--- config.mk ---
export PLATFORM = sky130hd
export DESIGN_NAME = lru_lamp_tracker_flat
export DESIGN_NICKNAME = d
export VERILOG_FILES = /design/src/rtl/lru_lamp_tracker_if.sv /design/src/rtl/lru_lamp_tracker.sv /design/src/flat_wrapper.sv
export SDC_FILE = /design/constraint.sdc
export NUM_CORES = 1
export LEC_CHECK = 0
export ABC_CLOCK_PERIOD_IN_PS = 5700
export CAP_MARGIN = 10
export CORE_AREA = 2 2 94 96
export DETAILED_ROUTE_END_ITERATION = 10
export DIE_AREA = 0 0 96 98
export DONT_BUFFER_PORTS = 1
export PLACE_DENSITY_LB_ADDON = 0.3
export SLEW_MARGIN = 20
export SYNTH_ARGS = -nofsm -noshare
export SYNTH_HDL_FRONTEND = slang
export SYNTH_SLANG_ARGS = --single-unit
--- constraint.sdc ---
create_clock -name clk -period 5.7 [get_ports clk]
set_input_delay 0.57 -clock clk [delete_from_list [all_inputs] [get_ports clk]]
set_output_delay 0.57 -clock clk [all_outputs]
set_load 0.01 [all_outputs]
--- src/rtl/lru_lamp_tracker_if.sv ---
// lru_lamp_tracker_if: raw button levels in, lamp levels out for the LRU lamp tracker.
interface lru_lamp_tracker_if;
  logic b1, b2, b3, b4, b5;
  logic l1, l2, l3, l4, l5;
  modport master (output b1, b2, b3, b4, b5, input l1, l2, l3, l4, l5);
  modport slave (input b1, b2, b3, b4, b5, output l1, l2, l3, l4, l5);
endinterface

--- src/rtl/lru_lamp_tracker.sv ---
// lru_lamp_tracker: five-button LRU tracker lighting at most MAX_ON lamps, cleared by a long all-button hold.
module lru_lamp_tracker #(
    parameter int MAX_ON = 4,
    parameter int CLEAR_HOLD = 99_999_990,
    parameter int CNT_W = 32
) (
    input logic clk,
    input logic rst,
    lru_lamp_tracker_if.slave bus
);
    logic [4:0] btn, lit_n;
    logic [4:0] lit = '0;
    logic [4:0][2:0] rank = '0;
    logic [4:0][2:0] rank_n;
    logic [CNT_W-1:0] cnt = '0;
    logic [CNT_W-1:0] cnt_n;
    logic [2:0] idx, n_lit, ref_rank;
    logic one, hold, clear;
    always_comb begin
        btn = {bus.b5, bus.b4, bus.b3, bus.b2, bus.b1};
        one = $onehot(btn);
        hold = &btn;
        idx = '0;
        n_lit = '0;
        for (int i = 0; i < 5; i++) begin
            if (btn[i]) idx = 3'(i);
            n_lit = n_lit + 3'(lit[i]);
        end
        // an unlit target ranks just past every lit slot, so all lit slots age by one
        ref_rank = lit[idx] ? rank[idx] : n_lit;
        clear = hold && cnt >= CNT_W'(CLEAR_HOLD - 1);
        cnt_n = hold ? ((cnt == CNT_W'(CLEAR_HOLD)) ? cnt : cnt + 1'b1) : '0;
        lit_n = lit;
        rank_n = rank;
        if (clear) begin
            lit_n = '0;
            rank_n = '0;
        end else if (one) begin
            for (int i = 0; i < 5; i++) begin
                if (3'(i) == idx) begin
                    lit_n[i] = 1'b1;
                    rank_n[i] = '0;
                end else if (lit[i] && rank[i] < ref_rank) begin
                    rank_n[i] = rank[i] + 3'd1;
                    if (rank_n[i] == 3'(MAX_ON)) begin
                        lit_n[i] = 1'b0;
                        rank_n[i] = '0;
                    end
                end
            end
        end
    end
    always_ff @(posedge clk or posedge rst) begin
        if (rst) begin
            lit <= '0;
            rank <= '0;
            cnt <= '0;
        end else begin
            lit <= lit_n;
            rank <= rank_n;
            cnt <= cnt_n;
        end
    end
    assign bus.l1 = lit[0];
    assign bus.l2 = lit[1];
    assign bus.l3 = lit[2];
    assign bus.l4 = lit[3];
    assign bus.l5 = lit[4];
endmodule

--- src/flat_wrapper.sv ---
// flat-port wrapper written by rule: the top's interface ports become plain ports
module lru_lamp_tracker_flat 
#(
    parameter int MAX_ON = 4,
    parameter int CLEAR_HOLD = 99_999_990,
    parameter int CNT_W = 32
)
  (clk, rst, bus_b1, bus_b2, bus_b3, bus_b4, bus_b5, bus_l1, bus_l2, bus_l3, bus_l4, bus_l5);
  lru_lamp_tracker_if bus_i ();
  input logic clk;
  input logic rst;
  input wire logic [$bits(bus_i.b1)-1:0] bus_b1;
  input wire logic [$bits(bus_i.b2)-1:0] bus_b2;
  input wire logic [$bits(bus_i.b3)-1:0] bus_b3;
  input wire logic [$bits(bus_i.b4)-1:0] bus_b4;
  input wire logic [$bits(bus_i.b5)-1:0] bus_b5;
  output wire logic [$bits(bus_i.l1)-1:0] bus_l1;
  output wire logic [$bits(bus_i.l2)-1:0] bus_l2;
  output wire logic [$bits(bus_i.l3)-1:0] bus_l3;
  output wire logic [$bits(bus_i.l4)-1:0] bus_l4;
  output wire logic [$bits(bus_i.l5)-1:0] bus_l5;
  assign bus_i.b1 = bus_b1;
  assign bus_i.b2 = bus_b2;
  assign bus_i.b3 = bus_b3;
  assign bus_i.b4 = bus_b4;
  assign bus_i.b5 = bus_b5;
  assign bus_l1 = bus_i.l1;
  assign bus_l2 = bus_i.l2;
  assign bus_l3 = bus_i.l3;
  assign bus_l4 = bus_i.l4;
  assign bus_l5 = bus_i.l5;
  lru_lamp_tracker #(.MAX_ON(MAX_ON), .CLEAR_HOLD(CLEAR_HOLD), .CNT_W(CNT_W)) u_core (.clk(clk), .rst(rst), .bus(bus_i));
endmodule
==> impl_metrics.prom, run 1 <==
# TYPE chip_impl_metric gauge
chip_impl_metric{name="share_seq_of_total_power",unit="%"} 35.5
chip_impl_metric{name="detail_route.vias_per_cell",unit=""} 5.73
chip_impl_metric{name="final-seq-area",unit="sq um"} 1300
chip_impl_metric{name="report.power.total",unit="mW"} 1.47
chip_impl_metric{name="finalSetupTns",unit="ps"} 0
chip_impl_metric{name="netlist_area",unit="sq um"} 3760
chip_impl_metric{name="yosys.area.top_type_share",unit="%"} 34.6
chip_impl_metric{name="antennaDiodeCount",unit=""} 0
chip_impl_info{name="outcome",value="finished clean"} 1
chip_impl_metric{name="full_die_area",unit="sq um"} 9410
chip_impl_metric{name="post_route_cells_drive_above_1_share",unit="%"} 6.44
chip_impl_metric{name="slowest_delay",unit="ps"} 560
chip_impl_metric{name="clk_pin_slew",unit="ps"} 100
chip_impl_metric{name="worst_ep_arrival_time",unit="ps"} 3750
chip_impl_metric{name="timing.max_cap.violations",unit=""} 0
chip_impl_metric{name="maximum_number_of_pins_on_one_net_before_global_route_repair",unit=""} 53
chip_impl_metric{name="worst_hold_slack",unit="ps"} 312
chip_impl_metric{name="drv_slew",unit=""} 0
chip_impl_metric{name="synth_sequential_area_ratio",unit="%"} 34.6
chip_impl_metric{name="max_clock_freq",unit="GHz"} 0.283
chip_impl_metric{name="total_leakage_power",unit="nW"} 1.65
chip_impl_info{name="cp_cell_sequence",value="ha_1 -> inv_1 -> fa_1 -> inv_1 -> ha_1 -> inv_1 -> fa_1 -> a21oi_1 -> o31a_1 -> maj3_1 -> o211ai_2 -> nor3_1 -> a32o_1"} 1
chip_impl_metric{name="multi_input_area",unit="sq um"} 2290
chip_impl_info{name="root_buffer",value="sky130_fd_sc_hd__clkbuf_8"} 1
chip_impl_metric{name="yosys_register_bits",unit=""} 52
chip_impl_info{name="yosysMostFrequentCell",value="sky130_fd_sc_hd__nor2_1"} 1
chip_impl_metric{name="critPathRequiredTime",unit="ps"} 5920
chip_impl_metric{name="start_util",unit="%"} 44.4
chip_impl_metric{name="grt_pass1_wl",unit="um"} 14300
chip_impl_metric{name="synthesis.instances",unit=""} 436
chip_impl_metric{name="timing.clock.skew",unit="ps"} 10.3
chip_impl_metric{name="cts-htree-levels",unit=""} 2
chip_impl_metric{name="final_min_period_over_clock_period",unit="%"} 62.0
chip_impl_metric{name="worst_ir_drop_vdd",unit="uV"} 221
chip_impl_metric{name="gr-total-overflow",unit=""} 0
chip_impl_metric{name="cts_buffers",unit=""} 5
chip_impl_metric{name="tightestPinTransition",unit="ps"} 959
chip_impl_metric{name="via_count_of_the_first_global_routing_pass",unit=""} 2980
chip_impl_metric{name="antenna_violations_before_repair",unit=""} 0
chip_impl_metric{name="async_flop_share",unit="%"} 100
chip_impl_metric{name="internal_power",unit="uW"} 812
chip_impl_metric{name="drc_errors",unit=""} 0
chip_impl_info{name="grt_setup_unrepaired",value="false"} 1
chip_impl_metric{name="number_of_filler_cells_placed_in_the_layout",unit=""} 801
chip_impl_info{name="synthTopCellsByCount",value="66 x sky130_fd_sc_hd__nor2_1, 52 x sky130_fd_sc_hd__dfrtp_1, 50 x sky130_fd_sc_hd__nand2_1, 30 x sky130_fd_sc_hd__inv_1, 24 x sky130_fd_sc_hd__nand3_1"} 1
chip_impl_metric{name="pwr_density_cell",unit="nW/um^2"} 372
chip_impl_info{name="synth-main-ff-cell",value="sky130_fd_sc_hd__dfrtp_1"} 1
chip_impl_metric{name="gp_routability_congestion",unit=""} 0.917
chip_impl_info{name="critical_path.endpoint_type",value="register"} 1
chip_impl_metric{name="synth_edf_count",unit=""} 0
chip_impl_metric{name="areaGrowthSynthToFinish",unit="%"} 5.03
chip_impl_metric{name="total_setup_violations_reported_at_the_end_of_the_flow",unit=""} 0
chip_impl_metric{name="cts.sink_count",unit=""} 52
chip_impl_info{name="synth_top_area_cell",value="sky130_fd_sc_hd__dfrtp_1"} 1
chip_impl_metric{name="post_cts_buffers",unit=""} 0
chip_impl_metric{name="share_of_power_burned_in_the_clock_network",unit="%"} 15.2
chip_impl_metric{name="grt_use_total",unit="%"} 18.8
chip_impl_info{name="slowest_stage",value="sky130_fd_sc_hd__fa_1"} 1
chip_impl_metric{name="core-area",unit="sq um"} 8470
chip_impl_metric{name="wire_per_inst",unit="um"} 15.3
chip_impl_metric{name="layout.nets",unit=""} 468
chip_impl_metric{name="p_comb_share",unit="%"} 49.3
chip_impl_info{name="timing_worst_setup_path_type",value="register to register"} 1
chip_impl_metric{name="finalCriticalPeriod",unit="ps"} 3540
chip_impl_metric{name="cts-root-to-sink-buffers",unit=""} 2
chip_impl_metric{name="floorplan.io_pins",unit=""} 12
chip_impl_metric{name="drt_pass1_iterations",unit=""} 5
chip_impl_metric{name="setup.reg_to_reg.worst_slack",unit="ps"} 2160
chip_impl_metric{name="timing.final.hold_violations",unit=""} 0
chip_impl_metric{name="cts.hold.buffers_added",unit=""} 0
chip_impl_metric{name="drt-total-wl",unit="um"} 8310
chip_impl_metric{name="maxSlewHeadroom",unit="%"} 35.9
chip_impl_metric{name="post-dp-hpwl",unit="um"} 6130
chip_impl_metric{name="die_w",unit="um"} 96
chip_impl_metric{name="floorplan.rows",unit=""} 34
chip_impl_info{name="hold_path.class",value="input port to async pin"} 1
chip_impl_info{name="crit_path_max_delay_family",value="adder cells"} 1
chip_impl_metric{name="synth_nets",unit=""} 470
chip_impl_metric{name="synth.distinct_cells",unit=""} 68
chip_impl_info{name="cpMostUsedCell",value="sky130_fd_sc_hd__inv_1"} 1
chip_impl_metric{name="die_y",unit="um"} 98
chip_impl_metric{name="worst_skew_pair.late_latency",unit="ps"} 320
chip_impl_metric{name="vias",unit=""} 3110
chip_impl_metric{name="post_cts.resized_instances",unit=""} 0
chip_impl_metric{name="p_sw_share",unit="%"} 44.7
chip_impl_metric{name="postRouteAntennaNets",unit=""} 0
chip_impl_info{name="post_synth_main_area_contributors",value="sky130_fd_sc_hd__dfrtp_1 35%, sky130_fd_sc_hd__ha_1 7.7%, sky130_fd_sc_hd__nor2_1 6.6%, sky130_fd_sc_hd__nand2_1 5.0%, sky130_fd_sc_hd__xor2_1 4.4%"} 1
chip_impl_metric{name="drc_violation_total_after_the_first_tritonroute_iteration",unit=""} 134
chip_impl_metric{name="buffers_and_inverters_on_the_worst_path",unit=""} 3
chip_impl_metric{name="worstPathMaxFanout",unit=""} 7
chip_impl_info{name="worstSetupStartpointType",value="register"} 1
chip_impl_metric{name="post_synth.cell_area_avg",unit="sq um"} 8.61
chip_impl_info{name="cts_tree",value="done"} 1
chip_impl_metric{name="power_switching",unit="uW"} 656
chip_impl_metric{name="place.port_buffers",unit=""} 0
chip_impl_metric{name="synth.yosys.warnings",unit=""} 0
logic make-up after synthesis:
logic type,count (synthesis),synth area share [%]
AOI/OAI and AO/OA,70,13.3
xor gates and xnor gates,30,7.00
adders and majority gates,32,11.2
buffers and inverters,42,4.50
DFF,52,34.6
muxes,15,4.40
and+or+nand+nor,195,25.0
registers in the layout (all words and copies together) (netlist names):
name	cells
u_core.lit	5
u_core.cnt	32
u_core.rank	15
power groups by stage:
stage | combinational, mW | clock [mW] | sequential [mW]
floorplan | 0.594 | 0 | 0.491
global placement | 0.705 | 0 | 0.526
detailed placement | 0.713 | 0 | 0.529
CTS | 0.718 | 0.234 | 0.521
global route | 0.818 | 0.244 | 0.531
finish | 0.724 | 0.223 | 0.521
per-layer routing:
metal / track usage, % / vias up / wire length, um
met3: 3.63 / 14 / 343
met4: 5.27 / 0 / 126
met1: 24.8 / 1507 / 3810
li1: - / 1510 / -
met2: 31.2 / 79 / 4030
met5: 0 / - / 0
path summary, 6_finish.rpt:
path | startpoint | to | cells past startpoint
max | u_core.lit[1]$_DFFE_PP0P_ | u_core.rank[2]$_DFFE_PP0P_ | 13
min | rst | u_core.cnt[5]$_DFFE_PP0P_ | 2
max reg2reg | u_core.lit[1]$_DFFE_PP0P_ | u_core.rank[2]$_DFFE_PP0P_ | 13
min reg2reg | u_core.cnt[24]$_DFFE_PP0P_ | u_core.cnt[24]$_DFFE_PP0P_ | 2
max in group asynchronous | rst | u_core.cnt[29]$_DFFE_PP0P_ | 2
min in group clk | bus_b5 | u_core.rank[12]$_DFFE_PP0P_ | 1
placed cells by master (no fill, tap or decap), types with 8 or more instances in the layout:
cell type and count:
sky130_fd_sc_hd__nor3_1 8, sky130_fd_sc_hd__nand2_1 50, sky130_fd_sc_hd__dfrtp_1 52, sky130_fd_sc_hd__nand3_1 24
sky130_fd_sc_hd__inv_1 29, sky130_fd_sc_hd__a21oi_1 20, sky130_fd_sc_hd__nor2_1 66, sky130_fd_sc_hd__xor2_1 19
sky130_fd_sc_hd__o21ai_0 11, sky130_fd_sc_hd__ha_1 23, sky130_fd_sc_hd__xnor2_1 11, sky130_fd_sc_hd__mux2i_1 12
sky130_fd_sc_hd__and3_1 10
stage by stage:
step | util (%) | cells | instance area [sq um] | worst slack [ps]
2_1_floorplan | - | 436 | 3760 | 2360
3_3_place_gp | 45.5 | 535 | 3850 | 2230
3_5_place_dp | 45.5 | 535 | 3850 | 2170
4_1_cts | 46.6 | 543 | 3950 | 2170
5_1_grt | 46.6 | 543 | 3950 | 1910
6_report | 46.6 | 543 | 3950 | 2160
worst reg2reg max path: cells and delay by family (launching register included):
family                   cells  cell delay [ps]
AO/OA/AOI/OAI                4              870
flip-flops                   1              490
AND/OR/NAND/NOR              1               90
buffers and inverters        3              180
adder cells (fa/ha/maj)      5             1820
layout make-up:
class                           count  share of cell area [%]
Tap cell                          108                    3.43
Clock buffer                        5                    1.74
Sequential cell                    52                    33.0
Timing Repair Buffer                2                   0.381
Multi-Input combinational cell    342                    57.9
Clock inverter                      3                   0.571
Inverter                           31                    2.95
No activity file was read; power rests on OpenSTA's default activity.
==> inputs of run 2 (changes only) <==
--- a/config.mk
+++ b/config.mk
@@ -5,11 +5,12 @@
 export SDC_FILE = /design/constraint.sdc
 export NUM_CORES = 1
 export LEC_CHECK = 0
-export ABC_CLOCK_PERIOD_IN_PS = 5700
+export ABC_AREA = 1
+export ABC_CLOCK_PERIOD_IN_PS = 3500
 export CAP_MARGIN = 10
-export CORE_AREA = 2 2 94 96
+export CORE_AREA = 2 2 96 98
 export DETAILED_ROUTE_END_ITERATION = 10
-export DIE_AREA = 0 0 96 98
+export DIE_AREA = 0 0 98 100
 export DONT_BUFFER_PORTS = 1
 export PLACE_DENSITY_LB_ADDON = 0.3
 export SLEW_MARGIN = 20
==> constraint.sdc (replaced) <==
create_clock -name clk -period 3.5 [get_ports clk]
set_input_delay 0.35 -clock clk [delete_from_list [all_inputs] [get_ports clk]]
set_output_delay 0.35 -clock clk [all_outputs]
set_load 0.01 [all_outputs]
==> impl_metrics.prom, run 2 <==
# TYPE chip_impl_metric gauge
chip_impl_info{name="timing_worst_setup_path_type",value="register to register"} 1
chip_impl_info{name="violated_checks",value="hold timing"} 1
chip_impl_metric{name="final_min_period_over_clock_period",unit="%"} 88.7
chip_impl_metric{name="globalRouteMet3Util",unit="%"} 2.92
chip_impl_metric{name="layout.nets",unit=""} 573
chip_impl_metric{name="maximum_number_of_pins_on_one_net_before_global_route_repair",unit=""} 32
chip_impl_metric{name="power_switching",unit="mW"} 1.03
chip_impl_metric{name="via_count_of_the_first_global_routing_pass",unit=""} 3320
chip_impl_metric{name="total_leakage_power",unit="nW"} 1.88
chip_impl_metric{name="cts_buffers",unit=""} 5
chip_impl_metric{name="share_of_power_burned_in_the_clock_network",unit="%"} 18.9
chip_impl_info{name="max_flop_register",value="u_core.cnt"} 1
chip_impl_metric{name="netlist_area",unit="sq um"} 3920
chip_impl_info{name="mostFrequentLayoutCell",value="sky130_fd_sc_hd__nand2_1"} 1
chip_impl_metric{name="placed_cell_areas",unit="sq um"} 4030
chip_impl_metric{name="post_synth.cell_area_avg",unit="sq um"} 7.31
chip_impl_info{name="critical_path.endpoint_type",value="register"} 1
chip_impl_metric{name="grt_use_total",unit="%"} 18.5
chip_impl_metric{name="r2r_cells",unit=""} 16
chip_impl_metric{name="post_route_cells_drive_above_1_share",unit="%"} 10.9
chip_impl_info{name="yosysMostFrequentCell",value="sky130_fd_sc_hd__nand2_1"} 1
chip_impl_metric{name="worstPathMaxFanout",unit=""} 5
chip_impl_metric{name="utilization",unit="%"} 46.7
chip_impl_metric{name="async_flop_share",unit="%"} 100
chip_impl_info{name="r2r_start",value="u_core.lit[0]$_DFFE_PP0P_"} 1
chip_impl_info{name="root_buffer",value="sky130_fd_sc_hd__clkbuf_8"} 1
chip_impl_info{name="worstSetupStartpointType",value="register"} 1
chip_impl_metric{name="areaGrowthSynthToFinish",unit="%"} 5.94
chip_impl_metric{name="buffers_and_inverters_on_the_worst_path",unit=""} 3
chip_impl_metric{name="internal_power",unit="mW"} 1.30
chip_impl_metric{name="synth_sequential_area_ratio",unit="%"} 33.2
chip_impl_metric{name="die_y",unit="um"} 100
chip_impl_metric{name="wire_per_inst",unit="um"} 13.4
chip_impl_metric{name="worst_hold_slack",unit="ps"} -7.18
chip_impl_metric{name="finalSetupTns",unit="ps"} 0
chip_impl_metric{name="report.power.total",unit="mW"} 2.33
chip_impl_metric{name="floorplan.rows",unit=""} 35
chip_impl_metric{name="vias",unit=""} 3394
chip_impl_metric{name="slowest_delay",unit="ps"} 490
chip_impl_metric{name="cts-htree-levels",unit=""} 2
chip_impl_metric{name="cts.hold.buffers_added",unit=""} 0
chip_impl_metric{name="critPathRequiredTime",unit="ps"} 3700
chip_impl_info{name="hold_path.class",value="input port to async pin"} 1
chip_impl_metric{name="post-dp-hpwl",unit="um"} 6490
chip_impl_info{name="most_used_routing_layer_in_global_routing",value="met2"} 1
chip_impl_metric{name="maxSlewHeadroom",unit="%"} 56.9
chip_impl_metric{name="floorplan.io_pins",unit=""} 12
chip_impl_metric{name="worst_ir_drop_vdd",unit="uV"} 549
chip_impl_info{name="critical_path.reg2reg.endpoint",value="u_core.rank[12]$_DFFE_PP0P_"} 1
chip_impl_info{name="top_regs",value="u_core.cnt: 32 flops, u_core.rank: 15 flops, u_core.lit: 5 flops"} 1
chip_impl_metric{name="fin_area",unit="sq um"} 4150
chip_impl_metric{name="total_setup_violations_reported_at_the_end_of_the_flow",unit=""} 0
chip_impl_metric{name="final_critical_path_setup_slack",unit="ps"} 395
chip_impl_metric{name="post_cts.resized_instances",unit=""} 0
chip_impl_metric{name="p_comb_share",unit="%"} 45.8
chip_impl_metric{name="drc_errors",unit=""} 0
chip_impl_metric{name="start_util",unit="%"} 44.1
chip_impl_metric{name="grt.met2_usage",unit="%"} 32.9
chip_impl_info{name="cts_tree",value="done"} 1
chip_impl_metric{name="gr-total-overflow",unit=""} 0
chip_impl_metric{name="die_w",unit="um"} 98
chip_impl_metric{name="finalCriticalPeriod",unit="ps"} 3110
chip_impl_metric{name="gp_routability_congestion",unit=""} 0.886
chip_impl_metric{name="pwr_density_cell",unit="nW/um^2"} 561
chip_impl_metric{name="worst_ep_arrival_time",unit="ps"} 3310
chip_impl_info{name="layout_common_cells",value="127 x sky130_fd_sc_hd__nand2_1, 75 x sky130_fd_sc_hd__inv_1, 52 x sky130_fd_sc_hd__dfrtp_1"} 1
chip_impl_info{name="synth_top_area_cell",value="sky130_fd_sc_hd__dfrtp_1"} 1
chip_impl_metric{name="cts.sink_count",unit=""} 52
chip_impl_metric{name="synth.distinct_cells",unit=""} 41
chip_impl_metric{name="drt-total-wl",unit="um"} 8700
chip_impl_metric{name="tightestPinTransition",unit="ps"} 646
chip_impl_metric{name="drt_pass1_iterations",unit=""} 4
chip_impl_metric{name="yosys_register_bits",unit=""} 52
chip_impl_metric{name="full_die_area",unit="sq um"} 9800
chip_impl_metric{name="cts-root-to-sink-buffers",unit=""} 2
chip_impl_info{name="cp_cell_sequence",value="ha_1 -> inv_1 -> fa_1 -> inv_1 -> ha_1 -> inv_1 -> fa_1 -> nand3b_1 -> nand3_1 -> nand2_1 -> nand3_1 -> nand2_1 -> nand2_1 -> nand2_1 -> nand2_1 -> nand2_1"} 1
chip_impl_metric{name="synthesis.instances",unit=""} 536
chip_impl_metric{name="share_seq_of_total_power",unit="%"} 35.3
chip_impl_metric{name="place.port_buffers",unit=""} 0
chip_impl_metric{name="drc_violation_total_after_the_first_tritonroute_iteration",unit=""} 90
chip_impl_metric{name="timing.max_cap.violations",unit=""} 0
chip_impl_metric{name="synth_edf_count",unit=""} 0
chip_impl_info{name="synth-main-ff-cell",value="sky130_fd_sc_hd__dfrtp_1"} 1
chip_impl_metric{name="grt_pass1_wl",unit="um"} 14900
chip_impl_metric{name="yosys.area.top_type_share",unit="%"} 33.2
chip_impl_info{name="grt_setup_unrepaired",value="false"} 1
chip_impl_metric{name="antennaDiodeCount",unit=""} 0
chip_impl_metric{name="use_met1",unit="%"} 22.5
chip_impl_info{name="crit_path_max_delay_family",value="adder cells"} 1
chip_impl_metric{name="synth_nets",unit=""} 570
chip_impl_info{name="cpMostUsedCell",value="sky130_fd_sc_hd__nand2_1"} 1
chip_impl_metric{name="synth.yosys.warnings",unit=""} 0
chip_impl_metric{name="core-area",unit="sq um"} 8890
chip_impl_metric{name="clk_pin_slew",unit="ps"} 110
chip_impl_metric{name="timing.final.hold_violations",unit=""} 7
chip_impl_info{name="synthTopCellsByCount",value="127 x sky130_fd_sc_hd__nand2_1, 76 x sky130_fd_sc_hd__inv_1, 52 x sky130_fd_sc_hd__dfrtp_1, 49 x sky130_fd_sc_hd__nand3_1, 45 x sky130_fd_sc_hd__nor2_1"} 1
chip_impl_info{name="outcome",value="complete, but fails checks"} 1
chip_impl_metric{name="setup.reg_to_reg.worst_slack",unit="ps"} 390
chip_impl_metric{name="dp_worst_setup_slack",unit="ps"} 407
chip_impl_metric{name="antenna_violations_before_repair",unit=""} 0
chip_impl_metric{name="p_sw_share",unit="%"} 44.0
chip_impl_metric{name="postRouteAntennaNets",unit=""} 0
chip_impl_metric{name="detail_route.vias_per_cell",unit=""} 5.21
chip_impl_info{name="slowest_stage",value="sky130_fd_sc_hd__dfrtp_1"} 1
chip_impl_metric{name="post_cts_buffers",unit=""} 0
chip_impl_info{name="post_synth_main_area_contributors",value="sky130_fd_sc_hd__dfrtp_1 33%, sky130_fd_sc_hd__nand2_1 12%, sky130_fd_sc_hd__ha_1 7.3%, sky130_fd_sc_hd__inv_1 7.3%, sky130_fd_sc_hd__nand3_1 6.3%"} 1
chip_impl_metric{name="worst_skew_pair.late_latency",unit="ps"} 320
chip_impl_metric{name="timing.clock.skew",unit="ps"} 17.0
chip_impl_metric{name="max_clock_freq",unit="GHz"} 0.322
chip_impl_metric{name="drv_slew",unit=""} 0
chip_impl_metric{name="largest_register_ffs",unit=""} 32
==> run 2: cell families after synthesis <==
family | count (synthesis) | synth area share [%]
AO/OA/AOI/OAI | 61 | 8.56
XOR/XNOR | 3 | 0.671
adder cells (fa/ha/maj) | 27 | 9.39
buffers and inverters | 88 | 8.79
flip-flops | 52 | 33.2
AND/OR/NAND/NOR | 305 | 39.4
==> run 2: how the worst max path moves through the flow <==
stage | start | endpoint | slack (ps) | cells after the start
5_1_grt | u_core.lit[0]$_DFFE_PP0P_ | u_core.rank[12]$_DFFE_PP0P_ | 230 | 16
4_1_cts | u_core.lit[0]$_DFFE_PP0P_ | u_core.rank[12]$_DFFE_PP0P_ | 400 | 16
3_3_place_gp | u_core.lit[0]$_DFFE_PP0P_ | u_core.rank[12]$_DFFE_PP0P_ | 500 | 16
2_1_floorplan | u_core.lit[0]$_DFFE_PP0P_ | u_core.rank[12]$_DFFE_PP0P_ | 730 | 16
3_5_place_dp | u_core.lit[0]$_DFFE_PP0P_ | u_core.rank[12]$_DFFE_PP0P_ | 410 | 16
6_report | u_core.lit[0]$_DFFE_PP0P_ | u_core.rank[12]$_DFFE_PP0P_ | 390 | 16
==> run 2: layer usage <==
layer	wire length (um)	up-vias
met5	0	-
met1	3980	1572
li1	-	1749
met4	210	0
met2	4250	56
met3	263	17
==> run 2: power groups by stage <==
stage               clock, mW  sequential (mW)  combinational, mW
CTS                     0.453            0.824               1.07
finish                  0.439            0.823               1.07
global placement            0            0.830               1.04
floorplan                   0            0.792              0.862
global route            0.469            0.846               1.23
detailed placement          0            0.834               1.07
==> run 2: final cells by class <==
class,count,area (sq um)
fillers,899,4740
multi-input cells,396,2270
flip-flops and latches,52,1300
inverters,82,308
well taps,111,139
clock buffers,5,68.8
clock inverters,3,46.3
repair buffers,2,15.0
==> run 2: metrics by stage <==
stage / hold WS [ps] / cells
2_1_floorplan: 455 / 536
3_3_place_gp: 364 / 643
3_5_place_dp: 368 / 643
4_1_cts: 11.1 / 651
5_1_grt: 45.0 / 651
6_report: -7.18 / 651
==> inputs of run 3 (changes only) <==
--- a/config.mk
+++ b/config.mk
@@ -5,12 +5,11 @@
 export SDC_FILE = /design/constraint.sdc
 export NUM_CORES = 1
 export LEC_CHECK = 0
-export ABC_AREA = 1
 export ABC_CLOCK_PERIOD_IN_PS = 3500
 export CAP_MARGIN = 10
-export CORE_AREA = 2 2 96 98
+export CORE_AREA = 2 2 94 96
 export DETAILED_ROUTE_END_ITERATION = 10
-export DIE_AREA = 0 0 98 100
+export DIE_AREA = 0 0 96 98
 export DONT_BUFFER_PORTS = 1
 export PLACE_DENSITY_LB_ADDON = 0.3
 export SLEW_MARGIN = 20
==> impl_metrics.prom, run 3 (same netlist as run 1, synthesis figures left out) <==
# TYPE chip_impl_metric gauge
chip_impl_info{name="outcome",value="finished clean"} 1
chip_impl_metric{name="post_cts_buffers",unit=""} 0
chip_impl_metric{name="core-area",unit="sq um"} 8470
chip_impl_metric{name="cts_buffers",unit=""} 5
chip_impl_metric{name="share_seq_of_total_power",unit="%"} 32.6
chip_impl_info{name="max_flop_register",value="u_core.cnt"} 1
chip_impl_metric{name="utilization",unit="%"} 47.4
chip_impl_metric{name="worstPathMaxFanout",unit=""} 5
chip_impl_info{name="mostFrequentLayoutCell",value="sky130_fd_sc_hd__nor2_1"} 1
chip_impl_info{name="hold_path.class",value="input port to async pin"} 1
chip_impl_metric{name="critPathRequiredTime",unit="ps"} 3690
chip_impl_metric{name="drc_violation_total_after_the_first_tritonroute_iteration",unit=""} 212
chip_impl_metric{name="drv_slew",unit=""} 0
chip_impl_metric{name="max_clock_freq",unit="GHz"} 0.300
chip_impl_metric{name="power_switching",unit="mW"} 1.07
chip_impl_info{name="critical_path.reg2reg.endpoint",value="u_core.rank[12]$_DFFE_PP0P_"} 1
chip_impl_metric{name="start_util",unit="%"} 44.4
chip_impl_metric{name="timing.final.hold_violations",unit=""} 0
chip_impl_metric{name="total_setup_violations_reported_at_the_end_of_the_flow",unit=""} 0
chip_impl_metric{name="cts-htree-levels",unit=""} 2
chip_impl_metric{name="tightestPinTransition",unit="ps"} 926
chip_impl_metric{name="die_w",unit="um"} 96
chip_impl_metric{name="final_min_period_over_clock_period",unit="%"} 95.4
chip_impl_metric{name="internal_power",unit="mW"} 1.39
chip_impl_metric{name="antennaDiodeCount",unit=""} 0
chip_impl_info{name="layout_common_cells",value="66 x sky130_fd_sc_hd__nor2_1, 52 x sky130_fd_sc_hd__dfrtp_1, 50 x sky130_fd_sc_hd__nand2_1"} 1
chip_impl_metric{name="layout.nets",unit=""} 476
chip_impl_metric{name="drt-total-wl",unit="um"} 8300
chip_impl_metric{name="die_y",unit="um"} 98
chip_impl_metric{name="fin_area",unit="sq um"} 4020
chip_impl_info{name="r2r_start",value="u_core.lit[1]$_DFFE_PP0P_"} 1
chip_impl_metric{name="vias",unit=""} 3086
chip_impl_info{name="root_buffer",value="sky130_fd_sc_hd__clkbuf_8"} 1
chip_impl_metric{name="cts-root-to-sink-buffers",unit=""} 2
chip_impl_metric{name="detail_route.vias_per_cell",unit=""} 5.60
chip_impl_metric{name="largest_register_ffs",unit=""} 32
chip_impl_metric{name="floorplan.io_pins",unit=""} 12
chip_impl_metric{name="p_comb_share",unit="%"} 53.5
chip_impl_metric{name="worst_ep_arrival_time",unit="ps"} 3530
chip_impl_metric{name="final_critical_path_setup_slack",unit="ps"} 162
chip_impl_metric{name="timing.clock.skew",unit="ps"} 9.17
chip_impl_metric{name="antenna_violations_before_repair",unit=""} 0
chip_impl_metric{name="total_leakage_power",unit="nW"} 1.69
chip_impl_metric{name="timing.max_cap.violations",unit=""} 0
chip_impl_metric{name="gp_routability_congestion",unit=""} 0.935
chip_impl_metric{name="maximum_number_of_pins_on_one_net_before_global_route_repair",unit=""} 39
chip_impl_metric{name="grt_pass1_wl",unit="um"} 14700
chip_impl_metric{name="grt_use_total",unit="%"} 19.3
chip_impl_metric{name="finalCriticalPeriod",unit="ps"} 3340
chip_impl_metric{name="share_of_power_burned_in_the_clock_network",unit="%"} 13.9
chip_impl_metric{name="drt_pass1_iterations",unit=""} 4
chip_impl_metric{name="post_route_cells_drive_above_1_share",unit="%"} 8.80
chip_impl_metric{name="clk_pin_slew",unit="ps"} 100
chip_impl_metric{name="via_count_of_the_first_global_routing_pass",unit=""} 3069
chip_impl_metric{name="full_die_area",unit="sq um"} 9410
chip_impl_metric{name="setup.reg_to_reg.worst_slack",unit="ps"} 160
chip_impl_metric{name="maxSlewHeadroom",unit="%"} 37.7
chip_impl_info{name="worstSetupStartpointType",value="register"} 1
chip_impl_metric{name="postRouteAntennaNets",unit=""} 0
chip_impl_metric{name="gr-total-overflow",unit=""} 0
chip_impl_metric{name="pwr_density_cell",unit="nW/um^2"} 612
chip_impl_info{name="timing_worst_setup_path_type",value="register to register"} 1
chip_impl_metric{name="areaGrowthSynthToFinish",unit="%"} 6.93
chip_impl_info{name="grt_setup_unrepaired",value="true"} 1
chip_impl_metric{name="cts.sink_count",unit=""} 52
chip_impl_info{name="cts_tree",value="done"} 1
chip_impl_metric{name="worst_skew_pair.late_latency",unit="ps"} 300
chip_impl_info{name="critical_path.endpoint_type",value="register"} 1
chip_impl_metric{name="wire_per_inst",unit="um"} 15.1
chip_impl_metric{name="worst_ir_drop_vdd",unit="uV"} 343
chip_impl_metric{name="r2r_cells",unit=""} 13
chip_impl_metric{name="place.port_buffers",unit=""} 0
chip_impl_metric{name="dp_worst_setup_slack",unit="ps"} 106
chip_impl_metric{name="count_of_placed_standard_cells_including_taps",unit=""} 543
chip_impl_info{name="top_regs",value="u_core.cnt: 32 flops, u_core.rank: 15 flops, u_core.lit: 5 flops"} 1
chip_impl_metric{name="cts.hold.buffers_added",unit=""} 0
chip_impl_metric{name="floorplan.rows",unit=""} 34
chip_impl_metric{name="p_sw_share",unit="%"} 43.5
chip_impl_metric{name="placed_cell_areas",unit="sq um"} 3910
chip_impl_metric{name="final_cells",unit=""} 551
chip_impl_metric{name="drc_errors",unit=""} 0
chip_impl_metric{name="post-dp-hpwl",unit="um"} 6180
==> run 3: cell count changes in the layout (fill, tap and decap cells not counted), moves of 10 or more <==
cell / previous run / this run
sky130_fd_sc_hd__inv_1: 75 / 29
sky130_fd_sc_hd__mux2i_1: 0 / 12
sky130_fd_sc_hd__nand2_1: 127 / 50
sky130_fd_sc_hd__nand2_2: 11 / 0
sky130_fd_sc_hd__nand3_1: 49 / 24
sky130_fd_sc_hd__nor2_1: 45 / 66
sky130_fd_sc_hd__o21ai_1: 13 / 2
sky130_fd_sc_hd__xnor2_1: 1 / 11
sky130_fd_sc_hd__xor2_1: 2 / 19
==> run 3: layer usage <==
layer | vias up | share of wire [%] | GRT usage [%]
li1 | 1530 | - | -
met1 | 1488 | 48 | 28.0
met2 | 62 | 47 | 30.3
met3 | 6 | 4.5 | 3.55
met4 | 0 | 0.82 | 3.85
met5 | - | 0 | 0
==> run 3: critical path, stage by stage, from the launching register on <==
cell	delay, ps
sky130_fd_sc_hd__dfrtp_1	390
sky130_fd_sc_hd__ha_1	290
sky130_fd_sc_hd__inv_1	60
sky130_fd_sc_hd__fa_1	400
sky130_fd_sc_hd__inv_1	70
sky130_fd_sc_hd__ha_1	130
sky130_fd_sc_hd__inv_1	50
sky130_fd_sc_hd__fa_2	580
sky130_fd_sc_hd__nor2_1	60
sky130_fd_sc_hd__a32o_1	300
sky130_fd_sc_hd__o211a_1	250
sky130_fd_sc_hd__a221o_1	420
sky130_fd_sc_hd__mux2i_1	170
sky130_fd_sc_hd__o21ai_1	70
==> run 3: metrics by stage <==
stage / setup TNS (ps) / hold WS (ps) / power, mW
2_1_floorplan: 0 / 497 / 1.77
3_3_place_gp: 0 / 434 / 2.06
3_5_place_dp: 0 / 444 / 2.08
4_1_cts: 0 / 111 / 2.43
5_1_grt: -7.10 / 126 / 2.69
6_report: 0 / 76.2 / 2.46
==> run 3: worst max path at each step <==
stage	startpoint	end	slack [ps]
2_1_floorplan	u_core.lit[4]$_DFFE_PP0P_	u_core.rank[2]$_DFFE_PP0P_	160
3_3_place_gp	u_core.lit[1]$_DFFE_PP0P_	u_core.rank[2]$_DFFE_PP0P_	150
3_5_place_dp	u_core.lit[1]$_DFFE_PP0P_	u_core.rank[2]$_DFFE_PP0P_	110
4_1_cts	u_core.lit[1]$_DFFE_PP0P_	u_core.rank[2]$_DFFE_PP0P_	80
5_1_grt	u_core.lit[1]$_DFFE_PP0P_	u_core.lit[3]$_DFFE_PP0P_	-7
6_report	u_core.lit[1]$_DFFE_PP0P_	u_core.rank[12]$_DFFE_PP0P_	160
==> run 3: power by group through the flow <==
stage               Sequential, mW  Combinational, mW  Clock [mW]
global route                 0.817               1.49       0.383
global placement             0.806               1.25           0
detailed placement           0.812               1.26           0
finish                       0.801               1.32       0.342
CTS                          0.800               1.28       0.357
floorplan                    0.800              0.967           0
==> run 3: repair_timing <==
action | 4_1_cts | 5_1_grt
resized for setup | 0 | 4
hold endpoints to repair | 0 | 0
setup endpoints to repair | 0 | 11
==> run 3: final cells by class <==
type / instances / area [sq um]
multi-input combinational: 342 / 2300
clock buffer: 6 / 72.6
tap: 108 / 135
clock inverter: 2 / 16.3
timing repair buffer: 10 / 75.1
inverter: 31 / 116
fill: 823 / 4450
sequential: 52 / 1300
